## src/rtl/seg_scan_mux.sv

```systemverilog
`default_nettype none
// ============================================================================
// Module      : seg_scan_mux
// Description : Time-multiplexed 7-segment display scanner. Cycles an
//               active-low anode through N_DIGITS digits, one slot of
//               SCAN_DIV clocks each, with a DEAD_CYC all-off guard at the
//               start of every slot. Decodes hex nibbles to active-low
//               cathodes and supports per-digit blanking, blinking, decimal
//               point and leading-zero suppression.
//
// Ports       : clk         - sole clock, rising edge
//               rst_n       - synchronous active-low reset
//               digits      - 4*N_DIGITS, nibble i drives digit i (0 = right)
//               dp          - per-digit decimal-point request, active-high
//               blink_en    - per-digit blink enable
//               blank       - per-digit force-off
//               lz_suppress - leading-zero suppression enable
//               seg         - cathodes a..g (bit0..bit6), active-low, registered
//               dp_n        - decimal-point cathode, active-low, registered
//               an          - anodes, active-low, at most one low, registered
//               frame_tick  - one-cycle pulse as the scan wraps to digit 0
//
// Revision    : 1.0 - initial release
// ============================================================================
module seg_scan_mux #(
    parameter int N_DIGITS  = 4,
    parameter int SCAN_DIV  = 100000,
    parameter int DEAD_CYC  = 2,
    parameter int BLINK_DIV = 25000000
) (
    input  logic                  clk,
    input  logic                  rst_n,
    input  logic [4*N_DIGITS-1:0] digits,
    input  logic [N_DIGITS-1:0]   dp,
    input  logic [N_DIGITS-1:0]   blink_en,
    input  logic [N_DIGITS-1:0]   blank,
    input  logic                  lz_suppress,
    output logic [6:0]            seg,
    output logic                  dp_n,
    output logic [N_DIGITS-1:0]   an,
    output logic                  frame_tick
);

    localparam int c_PW = (SCAN_DIV > 1) ? $clog2(SCAN_DIV) : 1;
    localparam int c_IW = $clog2(N_DIGITS);
    localparam int c_BW = (BLINK_DIV > 1) ? $clog2(BLINK_DIV) : 1;

    localparam logic [c_PW-1:0] c_PRESC_LAST = c_PW'(SCAN_DIV - 1);
    localparam logic [c_PW-1:0] c_DEAD       = c_PW'(DEAD_CYC);
    localparam logic [c_IW-1:0] c_IDX_LAST   = c_IW'(N_DIGITS - 1);
    localparam logic [c_BW-1:0] c_BLINK_LAST = c_BW'(BLINK_DIV - 1);
    localparam logic [6:0]      c_SEG_OFF    = 7'h7F;

    // Scan / blink state
    logic [c_PW-1:0]     r_presc;
    logic [c_IW-1:0]     r_idx;
    logic [c_BW-1:0]     r_blink_cnt;
    logic                r_blink_phase;

    // Output registers
    logic [6:0]          r_seg;
    logic                r_dp_n;
    logic [N_DIGITS-1:0] r_an;
    logic                r_frame_tick;

    // Combinational helpers
    logic                w_presc_wrap;
    logic                w_idx_wrap;
    logic                w_blink_wrap;
    logic                w_dead;
    logic                w_lz_sup;
    logic                w_sup;
    logic [3:0]          w_nibble;
    logic [N_DIGITS-1:0] w_upper_zero;
    logic [N_DIGITS-1:0] w_an_act;

    function automatic logic [6:0] f_decode(input logic [3:0] v);
        case (v)
            4'h0:    f_decode = 7'h40;
            4'h1:    f_decode = 7'h79;
            4'h2:    f_decode = 7'h24;
            4'h3:    f_decode = 7'h30;
            4'h4:    f_decode = 7'h19;
            4'h5:    f_decode = 7'h12;
            4'h6:    f_decode = 7'h02;
            4'h7:    f_decode = 7'h78;
            4'h8:    f_decode = 7'h00;
            4'h9:    f_decode = 7'h10;
            4'hA:    f_decode = 7'h08;
            4'hB:    f_decode = 7'h03;
            4'hC:    f_decode = 7'h46;
            4'hD:    f_decode = 7'h21;
            4'hE:    f_decode = 7'h06;
            default: f_decode = 7'h0E;
        endcase
    endfunction

    assign w_presc_wrap = (r_presc == c_PRESC_LAST);
    assign w_idx_wrap   = (r_idx == c_IDX_LAST);
    assign w_blink_wrap = (r_blink_cnt == c_BLINK_LAST);
    assign w_dead       = (r_presc < c_DEAD);
    // {idx,2'b00} is 4*idx without a 32-bit multiply
    assign w_nibble     = digits[{r_idx, 2'b00} +: 4];

    // w_upper_zero[i] is set when nibbles i..N_DIGITS-1 are all zero,
    // built as a chain from the most significant digit downward.
    always_comb begin
        w_upper_zero = '0;
        w_upper_zero[N_DIGITS-1] = (digits[4*(N_DIGITS-1) +: 4] == 4'h0);
        for (int i = N_DIGITS - 2; i >= 0; i--) begin
            w_upper_zero[i] = (digits[4*i +: 4] == 4'h0) && w_upper_zero[i+1];
        end
    end

    // Digit 0 is exempt so an all-zero value still shows a single "0".
    assign w_lz_sup = lz_suppress && (r_idx != '0) && w_upper_zero[r_idx];
    assign w_sup    = blank[r_idx] || (blink_en[r_idx] && r_blink_phase) || w_lz_sup;

    always_comb begin
        w_an_act        = '1;
        w_an_act[r_idx] = 1'b0;
    end

    // Outputs are registered from the current scan state, so each output
    // cycle shows the slot position the counters held one edge earlier.
    // Cathodes are also turned off in the dead phase so no stale pattern
    // is present when the next anode switches on.
    always_ff @(posedge clk) begin
        if (!rst_n) begin
            r_presc       <= '0;
            r_idx         <= '0;
            r_blink_cnt   <= '0;
            r_blink_phase <= 1'b0;
            r_an          <= '1;
            r_seg         <= c_SEG_OFF;
            r_dp_n        <= 1'b1;
            r_frame_tick  <= 1'b0;
        end else begin
            if (w_presc_wrap) begin
                r_presc <= '0;
                r_idx   <= w_idx_wrap ? '0 : r_idx + 1'b1;
            end else begin
                r_presc <= r_presc + 1'b1;
            end

            if (w_blink_wrap) begin
                r_blink_cnt   <= '0;
                r_blink_phase <= ~r_blink_phase;
            end else begin
                r_blink_cnt <= r_blink_cnt + 1'b1;
            end

            if (w_dead || w_sup) begin
                r_an   <= '1;
                r_seg  <= c_SEG_OFF;
                r_dp_n <= 1'b1;
            end else begin
                r_an   <= w_an_act;
                r_seg  <= f_decode(w_nibble);
                r_dp_n <= ~dp[r_idx];
            end

            r_frame_tick <= w_presc_wrap && w_idx_wrap;
        end
    end

    assign seg        = r_seg;
    assign dp_n       = r_dp_n;
    assign an         = r_an;
    assign frame_tick = r_frame_tick;

endmodule
`default_nettype wire
```

## config.mk

```make
export PLATFORM = sky130hd
export DESIGN_NAME = seg_scan_mux
export DESIGN_NICKNAME = d
export VERILOG_FILES = /design/src/rtl/seg_scan_mux.sv
export SDC_FILE = /design/constraint.sdc
export NUM_CORES = 1
export LEC_CHECK = 0
export CAP_MARGIN = 20
export CORE_UTILIZATION = 40
export DETAILED_ROUTE_END_ITERATION = 10
export PLACE_DENSITY_LB_ADDON = 0.3
export RECOVER_POWER = 25
export SETUP_SLACK_MARGIN = 0.1
export SYNTH_ARGS = -nofsm -noshare
export SYNTH_HDL_FRONTEND = slang
export SYNTH_SLANG_ARGS = --single-unit
export TNS_END_PERCENT = 30
```

## constraint.sdc

```tcl
create_clock -name clk -period 2 [get_ports clk]
set_input_delay 0.5 -clock clk [delete_from_list [all_inputs] [get_ports clk]]
set_output_delay 0.5 -clock clk [all_outputs]
set_load 0.1 [all_outputs]
```

* After elaboration in Yosys (flattened, before gate mapping) *
Memory sizes are Yosys's and may differ from the RTL's. A register that Yosys moved wholly into a read port is not among the register bits.
Cells that the tools add are included.

word-level totals
  latch bits = 0
  memory bits (writable) = 0
  input port bits = 31
  memories = 1
  output and inout bits = 13
  word-level logic and storage cells = 52
  flip-flop bits (word level) = 51
  ROM bits = 112

memory list
  name              depth  bits a word  rd ports  clocked after memory_dff  write ports  RTL line  source
  (name not given)  16     7            1         1                         0            78        case (v)

cells by class
  $lt $le $gt $ge = 3
  div/mod/pow operators = 0
  equal/unequal tests = 3
  bitwise logic cells = 4
  reduce and logical (&&, ||, !) cells = 19
  muxes and demuxes = 11
  add/sub/neg operators = 3
  shift-type cells = 1
  multiply operators = 0

operators with widths
  kind                                                                                  count
  25-bit by 1-bit adder with 25-bit output (second input constant)                      1
  25-bit == test (second input constant)                                                1
  17-bit by 1-bit adder with 17-bit output (second input constant)                      1
  17-bit == test (second input constant)                                                1
  17-bit by 2-bit less-than comparator with 1-bit output (second input constant)        1
  4-bit logical NOT                                                                     4
  16-bit by 5-bit variable part select with 4-bit output                                1
  1-bit binary-select mux with 2-bit select                                             4
  1-bit logical AND                                                                     8
  2-bit OR reduction                                                                    3
  1-bit 2-to-1 mux                                                                      5
  4-bit inverter                                                                        1
  1-bit logical OR                                                                      3
  2-bit by 3-bit less-than comparator with 1-bit output (second input constant)         1
  1-bit inverter                                                                        3
  2-bit by 1-bit adder with 2-bit output (second input constant)                        1
  1-bit demux with 2-bit select                                                         1
  2-bit == test (second input constant)                                                 1
  2-bit by 1-bit greater-or-equal comparator with 1-bit output (second input constant)  1
  2-bit 2-to-1 mux                                                                      1
  2-bit nonzero test                                                                    1

* Depth between registers and ports, before layout *
  word-level depth = 10
  gate-level depth with buffers = 8

* Worst setup path after synthesis *
Ideal clock, no wire load.

  kind = reg-to-reg
  start point = register r_idx[0]
  end point = register r_seg[4] (netlist: seg[4])
  required time = 1.854 ns
  cell stages (with the launch flop) = 7
  period minus slack after synthesis = 2.172 ns
  arrival time = 2.026 ns
  path buffers = 2
  setup slack = -0.172 ns
  cells stage by stage = dfxtp_1 > buf_2 > mux4_2 > a211o_1 > a41oi_1 > clkbuf_1 > o2111ai_1

between the ends
  longest elaborated chain between the ends = 7
  elaborated cells on any way between the ends = 15
  those cells by class = shift (1); mux (6); reduce/logical (8)

RTL lines
  item                                       RTL line  source
  from (decl)                                56        logic [c_IW-1:0] r_idx;
  from (signal assigned)                     141       r_idx <= w_idx_wrap ? '0 : r_idx + 1'b1;
  1-bit binary-select mux with 2-bit select  117       assign w_sup = blank[r_idx] || (blink_en[r_idx] && r_blink_phase) || w_lz_sup;
  1-bit 2-to-1 mux (not written as such)     117
  1-bit logical AND                          117
  1-bit logical OR (2 in series)             117
  1-bit logical OR                           153       if (w_dead || w_sup) begin
  2-bit OR reduction (no source line)        --
  to (decl)                                  61        logic [6:0] r_seg;

Several ways; a longest one is shown, not always the timed one. The select of a mux whose other input is x is not followed.
A chain may end at the register's enable or synchronous reset.

* Final worst setup path *
  start point = register r_idx[0]
  end point = register r_seg[3] (netlist: seg[3])

The elaborated chain is that of the path after synthesis.

==> flow_summary.toml <==
[yosys]
synth.yosys.seq_area_share_pct = 40.1
synth_ff_type = "sky130_fd_sc_hd__dfxtp_1"
synth_top_area_share_pct = 40.1
ys_ff_latch = 58
synth-async-reset-ratio_pct = 0
synth_edf_count = 0
number_of_unique_standard_cell_types_used_by_synthesis = 40
yosysWarningCount = 0
synthCells = 322
mappedNetlistArea_sq_um = 2890
yosys-top-cells-area = "sky130_fd_sc_hd__dfxtp_1, sky130_fd_sc_hd__mux4_2, sky130_fd_sc_hd__ha_1"
synth_fp_nets = 365
syn-mean-instance-area_sq_um = 8.98
synth_largest_area_cell = "sky130_fd_sc_hd__dfxtp_1"

[route]
initialDrtViolationCount = 85
detail_route.drc_violations = 0
drt-wirelength-per-cell_um = 14.7
vias_per_std_cell = 5.32
num_vias = 2755
final_antenna_net_count = 0
drt-total-wl_um = 7640
detailedRoute.firstPassIterationCount = 4

[layout]
drive_gt1_share_pct = 33.4
area_growth_syn_to_layout_pct = 46.5
design.final.nets = 461
antenna-diode-count = 0
layout_common_cells = "sky130_fd_sc_hd__dfxtp_1, sky130_fd_sc_hd__buf_4, sky130_fd_sc_hd__nor2_1"
layout_commonest_cell = "sky130_fd_sc_hd__dfxtp_1"
layout.core_utilization_pct = 61.4
fillerInstances = 617

[clock_tree]
cts_root_buffer = "sky130_fd_sc_hd__clkbuf_8"
tritoncts = "done"
insertion_delay_ns = 0.33
clock_transition_at_the_registers_of_the_reported_paths_ns = 0.07
tritoncts.num_buffers = 9
cts.hold.buffers_added = 0
clock_sink_count = 58
clock_tree.buffer_depth = 2
cts_max_level = 3

[timing]
max_freq_mhz = 504
final-hold-violation-count = 0
max_slew.worst_pin.slew_ns = 0.634
setup_viol = 0
timing.clock.skew_ns = 0.0111
final_max_slew_viol_count = 0
finalSetupTns_ns = 0
relSlewSlack_pct = 57.3
fin_crit_sh_pct = 99.2
grt_setup_unrepaired = "true"
timing.final.crit_period_ns = 1.98

[worst_setup_path]
rr_worst_depth = 7
arrival_ns = 2.20
cp-end-kind = "flop"
worst_setup_path_start_kind = "flop"
worst_ep_required_time_ns = 2.22
critical_path_peak_fanout = 7
worst-r2r-setup-slack_ns = 0.02
rr_startpoint = "r_idx[0]"
critPathKind = "flop to flop"
worst_r2r_endpoint = "seg[3]"

[place]
placement.io_buffers = 43
hpwl_after_dpl_um = 5070
gp_congestion = 0.755

[min_path]
worst_hold_path.endpoint = "r_presc[0]"
hold_class = "flop to flop"
hold_path_depth = 1
hp-start = "r_presc[0]"

[power]
power_density_nw_per_um2 = 643
max_vdd_drop_mv = 0.353
total_leakage_power_nw = 1.52

[floorplanning]
fp.dieH_um = 87.0
fp.coreArea_sq_um = 6910
io-pin-count = 44
start_util_pct = 41.9
fp.dieArea_sq_um = 7580
die_width_um = 87.0
rows = 30

[global_route]
antenna_found_initial = 0
grt_remaining_overflow = 0
grt_max_degree = 18
wire_length_of_the_first_global_routing_pass_um = 12200
global_route.usage.total_pct = 20.8
first_global_vias = 2708

[run]
cap_violations = 0

[run_status]
status = "finished, final reports clean"
-- cells by family after synthesis --
logic type	after synthesis	synth area share, %
AND/OR/NAND/NOR	137	25.2
flip-flops	58	40.1
AO/OA/AOI/OAI	52	11.2
buffers and inverters	29	3.98
XOR/XNOR	22	6.66
multiplexers	12	7.66
adder cells (fa/ha/maj)	12	5.19
-- worst max-delay path: stages, from the launching register on --
cell and delay, ns:
sky130_fd_sc_hd__dfxtp_4 0.42, sky130_fd_sc_hd__mux4_2 0.60, sky130_fd_sc_hd__inv_2 0.12, sky130_fd_sc_hd__ha_4 0.13, sky130_fd_sc_hd__inv_2 0.03, sky130_fd_sc_hd__mux4_2 0.45
sky130_fd_sc_hd__inv_2 0.07, sky130_fd_sc_hd__nand3_2 0.06
-- worst max path at each step --
stage | startpoint | end | depth (start not counted)
final | r_idx[0] | seg[3] | 7
after floorplan | r_idx[0] | seg[3] | 8
after detailed placement | digits[13] | seg[3] | 8
after global placement | digits[13] | seg[3] | 8
after CTS | r_idx[0] | seg[3] | 7
after global routing | r_idx[0] | seg[3] | 7
-- synth_stat cells (2+ instances only) --
cell / number
sky130_fd_sc_hd__nand4_1: 11
sky130_fd_sc_hd__xor2_1: 8
sky130_fd_sc_hd__or3_1: 13
sky130_fd_sc_hd__o21ai_0: 12
sky130_fd_sc_hd__nor2_1: 32
sky130_fd_sc_hd__dfxtp_1: 58
sky130_fd_sc_hd__nor4_1: 9
sky130_fd_sc_hd__and3_1: 3
sky130_fd_sc_hd__ha_1: 12
sky130_fd_sc_hd__a211o_1: 2
sky130_fd_sc_hd__mux4_2: 8
sky130_fd_sc_hd__and4_1: 3
sky130_fd_sc_hd__a21oi_1: 19
sky130_fd_sc_hd__o31ai_1: 6
sky130_fd_sc_hd__o21a_1: 3
sky130_fd_sc_hd__nand2_1: 17
sky130_fd_sc_hd__inv_1: 15
sky130_fd_sc_hd__xnor2_1: 14
sky130_fd_sc_hd__nand3_1: 23
sky130_fd_sc_hd__clkbuf_1: 11
sky130_fd_sc_hd__nor3_1: 8
sky130_fd_sc_hd__mux2i_1: 3
sky130_fd_sc_hd__or4_1: 12
sky130_fd_sc_hd__nand3b_1: 2
sky130_fd_sc_hd__o2111ai_1: 3
-- cell type report --
type,instances,area [sq um],share of cell area (%)
multi-input combinational,235,1800,42.6
sequential,58,1170,27.7
timing repair buffer,99,860,20.3
clock buffer,11,151,3.57
tap,96,120,2.83
clock inverter,4,75.1,1.77
inverter,15,56.3,1.33
-- power by group --
group	switching [W]	internal (W)	leakage, nW
logic	0.000163	0.000145	0.938
registers	0.0000120	0.00117	0.473
clock network	0.000473	0.000762	0.108
total	0.000648	0.00208	1.52
-- state kept, by name, indices dropped and copies added, names as in the netlist --
name and cells:
r_blink_phase 1, seg 7, r_presc 17, dp_n 1, frame_tick 1, an 4
r_blink_cnt 25, r_idx 2
-- metrics by stage --
| stage | worst slack (ns) | power [W] | area, sq um | instances | hold WS (ns) |
|---|---|---|---|---|---|
| after floorplan | 0.00671 | 0.00136 | 2930 | 322 | 0.426 |
| after global placement | -0.428 | 0.00149 | 3760 | 495 | 0.450 |
| after detailed placement | -0.457 | 0.00150 | 3760 | 495 | 0.462 |
| after CTS | 0.0233 | 0.00274 | 4090 | 514 | 0.478 |
| final | 0.0157 | 0.00273 | 4240 | 518 | 0.469 |
| after global routing | -0.0465 | 0.00282 | 4240 | 518 | 0.499 |
-- layer usage --
metal	vias up	global-route usage, %	part of all wire, %
met5	-	0	0
met4	0	7.58	1.5
met3	12	6.45	4.7
met2	65	37.4	51
met1	1307	22.9	43
li1	1371	-	-
-- what timing repair did --
item / in CTS / in global routing
resized for setup: 31 / 36
pin swaps: 3 / 12
endpoints found under the setup margin: 41 / 43
setup buffers: 3 / 3
cloned: 1 / 1
Note: power is estimated with default switching activity, not from simulation.
